--- src/rtl/gpu_result_uart_tx.sv ---
// Result-reporting UART transmitter: queues {exception, X, Y} results and sends
// each one as a 5-byte packet (header, X hi/lo, Y hi/lo), 8N1, LSB first.
`timescale 1ns/1ps
module gpu_result_uart_tx #(
  parameter int CLKS_PER_BIT = 434,
  parameter int FIFO_DEPTH   = 4
) (
  input  logic        iClock,
  input  logic        iReset,
  input  logic        iValid,
  input  logic [15:0] iX,
  input  logic [15:0] iY,
  input  logic        iException,
  output logic        oReady,
  output logic        oTx,
  output logic        oBusy,
  output logic        oOverflow
);

  localparam int BAUD_W = $clog2(CLKS_PER_BIT);
  localparam int PTR_W  = $clog2(FIFO_DEPTH);
  localparam int CNT_W  = PTR_W + 1;
  localparam logic [BAUD_W-1:0] BAUD_LAST = BAUD_W'(CLKS_PER_BIT - 1);
  localparam logic [CNT_W-1:0]  DEPTH_C   = CNT_W'(FIFO_DEPTH);

  typedef enum logic [1:0] {S_IDLE, S_START, S_DATA, S_STOP} state_t;

  state_t            state_q, state_d;
  logic [BAUD_W-1:0] baud_q, baud_d;
  logic [2:0]        bit_q, bit_d;
  logic [2:0]        byte_q, byte_d;
  logic [39:0]       shift_q, shift_d;
  logic [PTR_W-1:0]  wr_ptr_q, rd_ptr_q;
  logic [CNT_W-1:0]  count_q;
  logic              overflow_q;

  logic [32:0] fifo_mem [FIFO_DEPTH];
  logic [32:0] head;
  logic [7:0]  cur_byte;
  logic        ready, push, pop, baud_tick, tx;

  assign ready     = (count_q < DEPTH_C);
  assign push      = iValid && ready;
  assign head      = fifo_mem[rd_ptr_q];
  assign cur_byte  = shift_q[39:32];
  assign baud_tick = (baud_q == BAUD_LAST);

  // Storage is not reset: clearing the count is enough to discard queued results.
  always_ff @(posedge iClock) begin
    if (push) fifo_mem[wr_ptr_q] <= {iException, iX, iY};
  end

  always_comb begin
    state_d = state_q;
    baud_d  = baud_q;
    bit_d   = bit_q;
    byte_d  = byte_q;
    shift_d = shift_q;
    tx      = 1'b1;
    pop     = 1'b0;
    case (state_q)
      S_IDLE: begin
        if (count_q != '0) begin
          pop     = 1'b1;
          shift_d = {7'b1010010, head};
          byte_d  = 3'd0;
          baud_d  = '0;
          state_d = S_START;
        end
      end
      S_START: begin
        tx = 1'b0;
        if (baud_tick) begin
          baud_d  = '0;
          bit_d   = 3'd0;
          state_d = S_DATA;
        end else begin
          baud_d = baud_q + 1'b1;
        end
      end
      S_DATA: begin
        tx = cur_byte[bit_q];
        if (baud_tick) begin
          baud_d = '0;
          if (bit_q == 3'd7) state_d = S_STOP;
          else               bit_d   = bit_q + 1'b1;
        end else begin
          baud_d = baud_q + 1'b1;
        end
      end
      S_STOP: begin
        if (baud_tick) begin
          baud_d = '0;
          // Next byte follows the stop bit directly; only packets are separated.
          if (byte_q < 3'd4) begin
            byte_d  = byte_q + 1'b1;
            shift_d = {shift_q[31:0], 8'h00};
            state_d = S_START;
          end else begin
            state_d = S_IDLE;
          end
        end else begin
          baud_d = baud_q + 1'b1;
        end
      end
      default: state_d = S_IDLE;
    endcase
  end

  always_ff @(posedge iClock or negedge iReset) begin
    if (!iReset) begin
      state_q    <= S_IDLE;
      baud_q     <= '0;
      bit_q      <= 3'd0;
      byte_q     <= 3'd0;
      shift_q    <= '0;
      wr_ptr_q   <= '0;
      rd_ptr_q   <= '0;
      count_q    <= '0;
      overflow_q <= 1'b0;
    end else begin
      state_q  <= state_d;
      baud_q   <= baud_d;
      bit_q    <= bit_d;
      byte_q   <= byte_d;
      shift_q  <= shift_d;
      if (push) wr_ptr_q <= wr_ptr_q + 1'b1;
      if (pop)  rd_ptr_q <= rd_ptr_q + 1'b1;
      case ({push, pop})
        2'b10:   count_q <= count_q + 1'b1;
        2'b01:   count_q <= count_q - 1'b1;
        default: count_q <= count_q;
      endcase
      if (iValid && !ready) overflow_q <= 1'b1;
    end
  end

  // Line level decodes straight from registered state, so reset idles it at once.
  assign oTx       = tx;
  assign oReady    = ready;
  assign oBusy     = (state_q != S_IDLE) || (count_q != '0);
  assign oOverflow = overflow_q;

endmodule

--- config.mk ---
export PLATFORM = sky130hd
export DESIGN_NAME = gpu_result_uart_tx
export DESIGN_NICKNAME = d
export VERILOG_FILES = /design/src/rtl/gpu_result_uart_tx.sv
export SDC_FILE = /design/constraint.sdc
export NUM_CORES = 1
export LEC_CHECK = 0
export BUFFER_PORTS_ARGS = -buffer_cell sky130_fd_sc_hd__buf_2
export CAP_MARGIN = 5
export CELL_PAD_IN_SITES_DETAIL_PLACEMENT = 0
export CELL_PAD_IN_SITES_GLOBAL_PLACEMENT = 2
export CORE_ASPECT_RATIO = 0.8
export CORE_UTILIZATION = 46
export CTS_CLUSTER_DIAMETER = 120
export CTS_CLUSTER_SIZE = 8
export DETAILED_ROUTE_END_ITERATION = 16
export PLACE_DENSITY = 0.9
export SYNTH_ARGS = -nofsm -noshare
export SYNTH_HDL_FRONTEND = slang
export SYNTH_SLANG_ARGS = --single-unit
--- constraint.sdc ---
create_clock -name iClock -period 2.4 [get_ports iClock]
set_input_delay 0.48 -clock iClock [delete_from_list [all_inputs] [get_ports iClock]]
set_output_delay 0.48 -clock iClock [all_outputs]
set_load 0.1 [all_outputs]
## Word-level counts from Yosys, hierarchy flattened

Memories as Yosys holds them, arrays and structs flattened.
Cells that the tools add are included.

- Add/subtract/negate cells: 7
- Order comparisons: 3
- Equality and inequality tests: 14
- Muxes and demuxes: 30
- Reduce and logical (&&, ||, !) cells: 14

Operator list:

| cell | number |
|---|---|
| $mux 40 | 3 |
| $pmux 40 s2 | 1 |
| $mux 3 | 6 |
| $mux 9 | 2 |
| $pmux 3 s2 | 3 |
| $pmux 9 s2 | 1 |
| $ne 2x2->1 const B | 7 |
| $mux 2 | 5 |
| $add 3x1->3 const B | 3 |
| $add 9x1->9 const B | 1 |
| $eq 9x9->1 const B | 1 |
| $pmux 2 s4 | 1 |
| $reduce_and 4->1 | 2 |
| $reduce_bool 2->1 | 4 |
| $eq 2x2->1 const B | 3 |
| $lt 3x3->1 const B | 2 |
| $mux 1 | 6 |
| $reduce_and 5->1 | 1 |
| $add 2x1->2 const B | 2 |
| $eq 2x1->1 const B | 2 |
| $lt 3x4->1 const B | 1 |
| $bmux 1 s3 | 1 |
| $eq 3x3->1 const B | 1 |
| $reduce_bool 3->1 | 1 |
| other kinds (7) | 8 |

- Flip-flop bits (word level): 65
- Bits in writable memories: 132
- Bits of input ports: 36
- Output and inout bits: 4
- Word-level logic and storage cells: 78
- Memories kept: 1

Memory list:

| memory | words | width | read ports | clocked after memory_dff | write ports | line | text |
|---|---|---|---|---|---|---|---|
| fifo_mem | 4 | 33 | 1 | 0 | 1 | 37 | `logic [32:0] fifo_mem [FIFO_DEPTH];` |

## Logic depth before layout (Yosys ltp)

- Depth in word-level cells: 5
- Mapped depth: 9
- Gate-level depth less buffers: 9

## Least setup slack after synthesis

No wires, ideal clock.

- Path kind: flip-flop to output port
- Start point: reg state_q[0]
- End point: out oTx
- Arrival: 2.496 ns
- Required time: 1.920 ns
- Slack: -0.576 ns
- Stages on the path, launching flop included: 5
- Buffers on the path: 1
- Path through: dfrtp_1 > inv_1 > ha_1 > clkbuf_1 > mux2i_1

- Longest elaborated chain between the ends: 2
- Elaborated cells on any way between the ends: 3
- Classes of those cells: 2 x eq/ne; 1 x mux

RTL lines:

| element | line | text |
|---|---|---|
| start, declared | 28 | `state_t state_q, state_d;` |
| start signal, assigned | 122 | `state_q <= state_d;` |
| $eq 2x2->1 / $eq 2x1->1 (equally long branches) | 61 | `case (state_q)` |
| $pmux 1 s2 (*) | 61 |  |
| end, declared | 15 | `output logic oTx,` |

Mark *: on every way between the ends. The rest lies on a longest branch, timed or not.

## Worst setup path in the final report

- Start point: reg bit_q[0]
- End point: out oTx

- Longest elaborated chain between the ends: 3

RTL lines:

| element | line | text |
|---|---|---|
| start, declared | 30 | `logic [2:0] bit_q, bit_d;` |
| start signal, assigned | 124 | `bit_q <= bit_d;` |
| $bmux 1 s3 | 82 | `tx = cur_byte[bit_q];` |
| $mux 1 (not written as such) | 82 |  |
| $pmux 1 s2 | 61 |  |

Every way passes these cells. The select of a mux whose other input is x is not followed.

==> impl_metrics.csv <==
group,metric,value,unit
cells_and_area,diodes,0,
clock_network,insertion_delay,430,ps
clock_network,clock_sinks,197,
yosys,synthCells,484,
sta,worst_slack,54.37,ps
yosys,synth.top_cells.by_area,"edfxtp_1 (49%), dfrtp_1 (20%), mux4_2 (9.8%), mux2i_1 (3.3%), o21ai_1 (2.6%)",
place,dpl.cell_count,732,
sta,maxSlewHeadroom,51.37,%
worst_setup_path,cp.required,1920,ps
routing,drc,0,
worst_hold_path,worstHoldPathType,"in2async",
clock_network,cts_hold_buf,0,
routing,drt-pass1-iter-count,4,
yosys,synth_edf_count,132,
sta,finalHoldViolCount,0,
die,die_width,150.2,µm
worst_setup_path,start_kind,"flop",
global_routing,antenna_found_initial,0,
place,dp_hpwl,9143,µm
yosys,syn_nets,536,
routing,via_per_inst,5.488,
die,dieArea,0.01810,mm²
sta,min_period_over_period,97.73,%
worst_setup_path,crit_path_end_kind,"primary output",
die,die_h,120.5,µm
global_routing,grt_max_degree,47,
yosys,ys_types,45,
place,dp_slack,102.0,ps
run,cap_violations,0,
global_routing,grt_pass1_wl,23870,µm
sta,finClkSkew,12.69,ps
routing,post_drt_wl_per_cell,18.97,µm
yosys,seq_area_frac_synth,69.21,%
sta,fin_setup_tns,0,ps
cells_and_area,nNetsFinal,584,
yosys,synth-seq-cells,197,
global_routing,overflow,0,
yosys,synth_top_area_share,49.07,%
worst_setup_path,cp_slowest_cell,"mux4_2",
power_and_ir_drop,p_per_area,1210,mW/mm²
global_routing,grt_pass1_vias,4425,
yosys,synth_largest_area_cell,"edfxtp_1",
sta,fmax,0.4263,GHz
sta,worst_pin_slew,727.9,ps
cells_and_area,syn2layout_area_growth,14.37,%
die,initial_utilization,47.89,%
worst_setup_path,max_stage_delay,550,ps
clock_network,tritoncts,"yes",
die,ios,40,
global_routing,track_usage,18.05,%
worst_setup_path,path_class,"reg2out",
worst_setup_path,arrival,1870,ps
die,rows,42,
run_status,status,"complete, no violations",
die,core_area,0.01687,mm²
clock_network,cts.clk_slew.worst_paths,70,ps
routing,vias,4198,
power_and_ir_drop,p_leak,0.003425,µW
cells_and_area,drive_gt1_share,24.77,%
clock_network,clockRootBuffer,"clkbuf_16",
clock_network,htree_num_levels,4,
routing,drtIter0Drc,336,
worst_setup_path,crit_fanout,3,
yosys,synth_flop_cell,"edfxtp_1",
sta,report.final.slew_viol_count,0,
power_and_ir_drop,ir_drop,0.7294,mV
routing,ant_nets,0,
place,io_buffers,39,
cells_and_area,final_cell_count_no_fill,765,
yosys,synth_area_per_cell,16.69,µm²
power_and_ir_drop,finalPower,11180,µW
place,gp_congestion,0.7582,
clock_network,clockBufferDepth,2,
worst_setup_path,worst_path_most_repeated_cell,"mux2i_4",
sta,fin_crit,2346,ps
sta,setup_violations,0,
yosys,async_reset_ff_share,32.99,%
worst_setup_path,crit_chain,"mux4_2 > mux2i_4 > mux2i_4 > buf_6",
yosys,syn_area,0.008078,mm²
routing,drt_wl_total,14510,µm
sta,rsz0062_at_grt,"no",
clock_network,cts_buffers,17,
yosys,yosysWarnings,0,
-- cell usage in the layout, fill, tap and decap left out, types with 8 or more instances in the layout --
master,instances
buf_2,37
buf_4,11
ha_1,13
mux4_2,35
clkbuf_16,17
nand2b_1,10
nand2_1,12
a22o_1,9
xnor2_1,8
o21ai_1,42
edfxtp_1,132
inv_1,8
mux2i_1,25
dfrtp_1,63
nand3_1,36
nor2_1,12
-- flip-flops by register name (all words and copies together), names as in the netlist --
signal,count
count_q,3
wr_ptr_q,2
shift_q,40
rd_ptr_q,2
byte_q,3
oOverflow,1
fifo_mem,132
bit_q,3
baud_q,9
state_q,2
-- synthesized netlist by cell type, types with 2 or more instances --
cell type	number
a211oi_1	2
inv_1	10
and2_1	4
clkbuf_1	12
nor3b_1	2
dfrtp_1	65
nand4_1	2
xor2_1	4
nand2_1	12
ha_1	15
mux4_2	35
or3_1	2
buf_2	8
inv_2	2
buf_4	3
nor2b_1	2
o21ai_1	42
o22a_1	3
nor2_1	12
edfxtp_1	132
nand3_1	36
a22o_1	9
nor3_1	3
o21ai_0	2
xnor2_1	8
a21o_1	2
buf_6	2
nand2b_1	10
mux2i_1	27
-- per-layer routing --
layer / routed length (µm) / up-vias / part of all wire, % / GRT usage (%)
li1: - / 1952 / - / -
met1: 6608 / 2147 / 46 / 25.41
met2: 7063 / 88 / 49 / 27.75
met3: 702 / 11 / 4.8 / 4.868
met4: 136 / 0 / 0.94 / 5.114
met5: 0 / - / 0 / 0
-- worst paths after layout --
check | start | endpoint | slack, ps | cells after the start
worst max-delay path | bit_q[0] | oTx | 50 | 4
min in group iClock | iY[4] | fifo_mem[0][4] | 260 | 1
worst min register to register | oOverflow | oOverflow | 450 | 1
worst min-delay path | iReset | wr_ptr_q[1] | 20 | 1
worst max register to register | state_q[0] | byte_q[1] | 270 | 7
max in group asynchronous | iReset | bit_q[0] | 1760 | 2
-- critical path, delay by kind of cell, from the launching register on --
family | cells | cell delay [ps]
DFF | 1 | 410
muxes | 3 | 840
buffers and inverters | 1 | 190
-- stage by stage --
stage,hold slack [ps],cell area (µm²),utilization (%)
finish,17.12,9239,54.77
detailed placement,437.8,8606,51.02
CTS,5.500,9230,54.72
global route,31.12,9239,54.77
floorplan,184.4,8090,-
global placement,433.1,8606,51.02
-- cell type report --
type / instances / area [µm²]
fillers: 1255 / 7630
flip-flops and latches: 197 / 5593
multi-input cells: 249 / 2349
clock buffers: 18 / 429.2
repair buffers: 55 / 390.4
well taps: 220 / 275.3
clock inverters: 14 / 157.7
inverters: 12 / 45.04
-- logic make-up (layout without fill, tap and decap cells) --
| logic type | count (synthesis) | in the layout | share of synthesized area (%) |
|---|---|---|---|
| flops | 197 | 197 | 69.21 |
| simple gates | 94 | 94 | 6.722 |
| compound gates | 64 | 64 | 4.740 |
| mux | 63 | 63 | 13.24 |
| buf+inv | 38 | 99 | 2.215 |
| fa+ha+maj | 16 | 16 | 2.571 |
| xor+xnor | 12 | 12 | 1.301 |
-- power breakdown --
group / switching, µW / internal (µW)
combinational: 2060 / 1580
clock: 1180 / 1630
sequential: 356 / 4380
-- timing repair --
action	4_1_cts	5_1_grt
gates resized for setup	8	3
endpoints found under the setup margin	2	2
pin swaps	0	0
setup buffers	1	0
No activity file was read; power rests on OpenSTA's default activity.
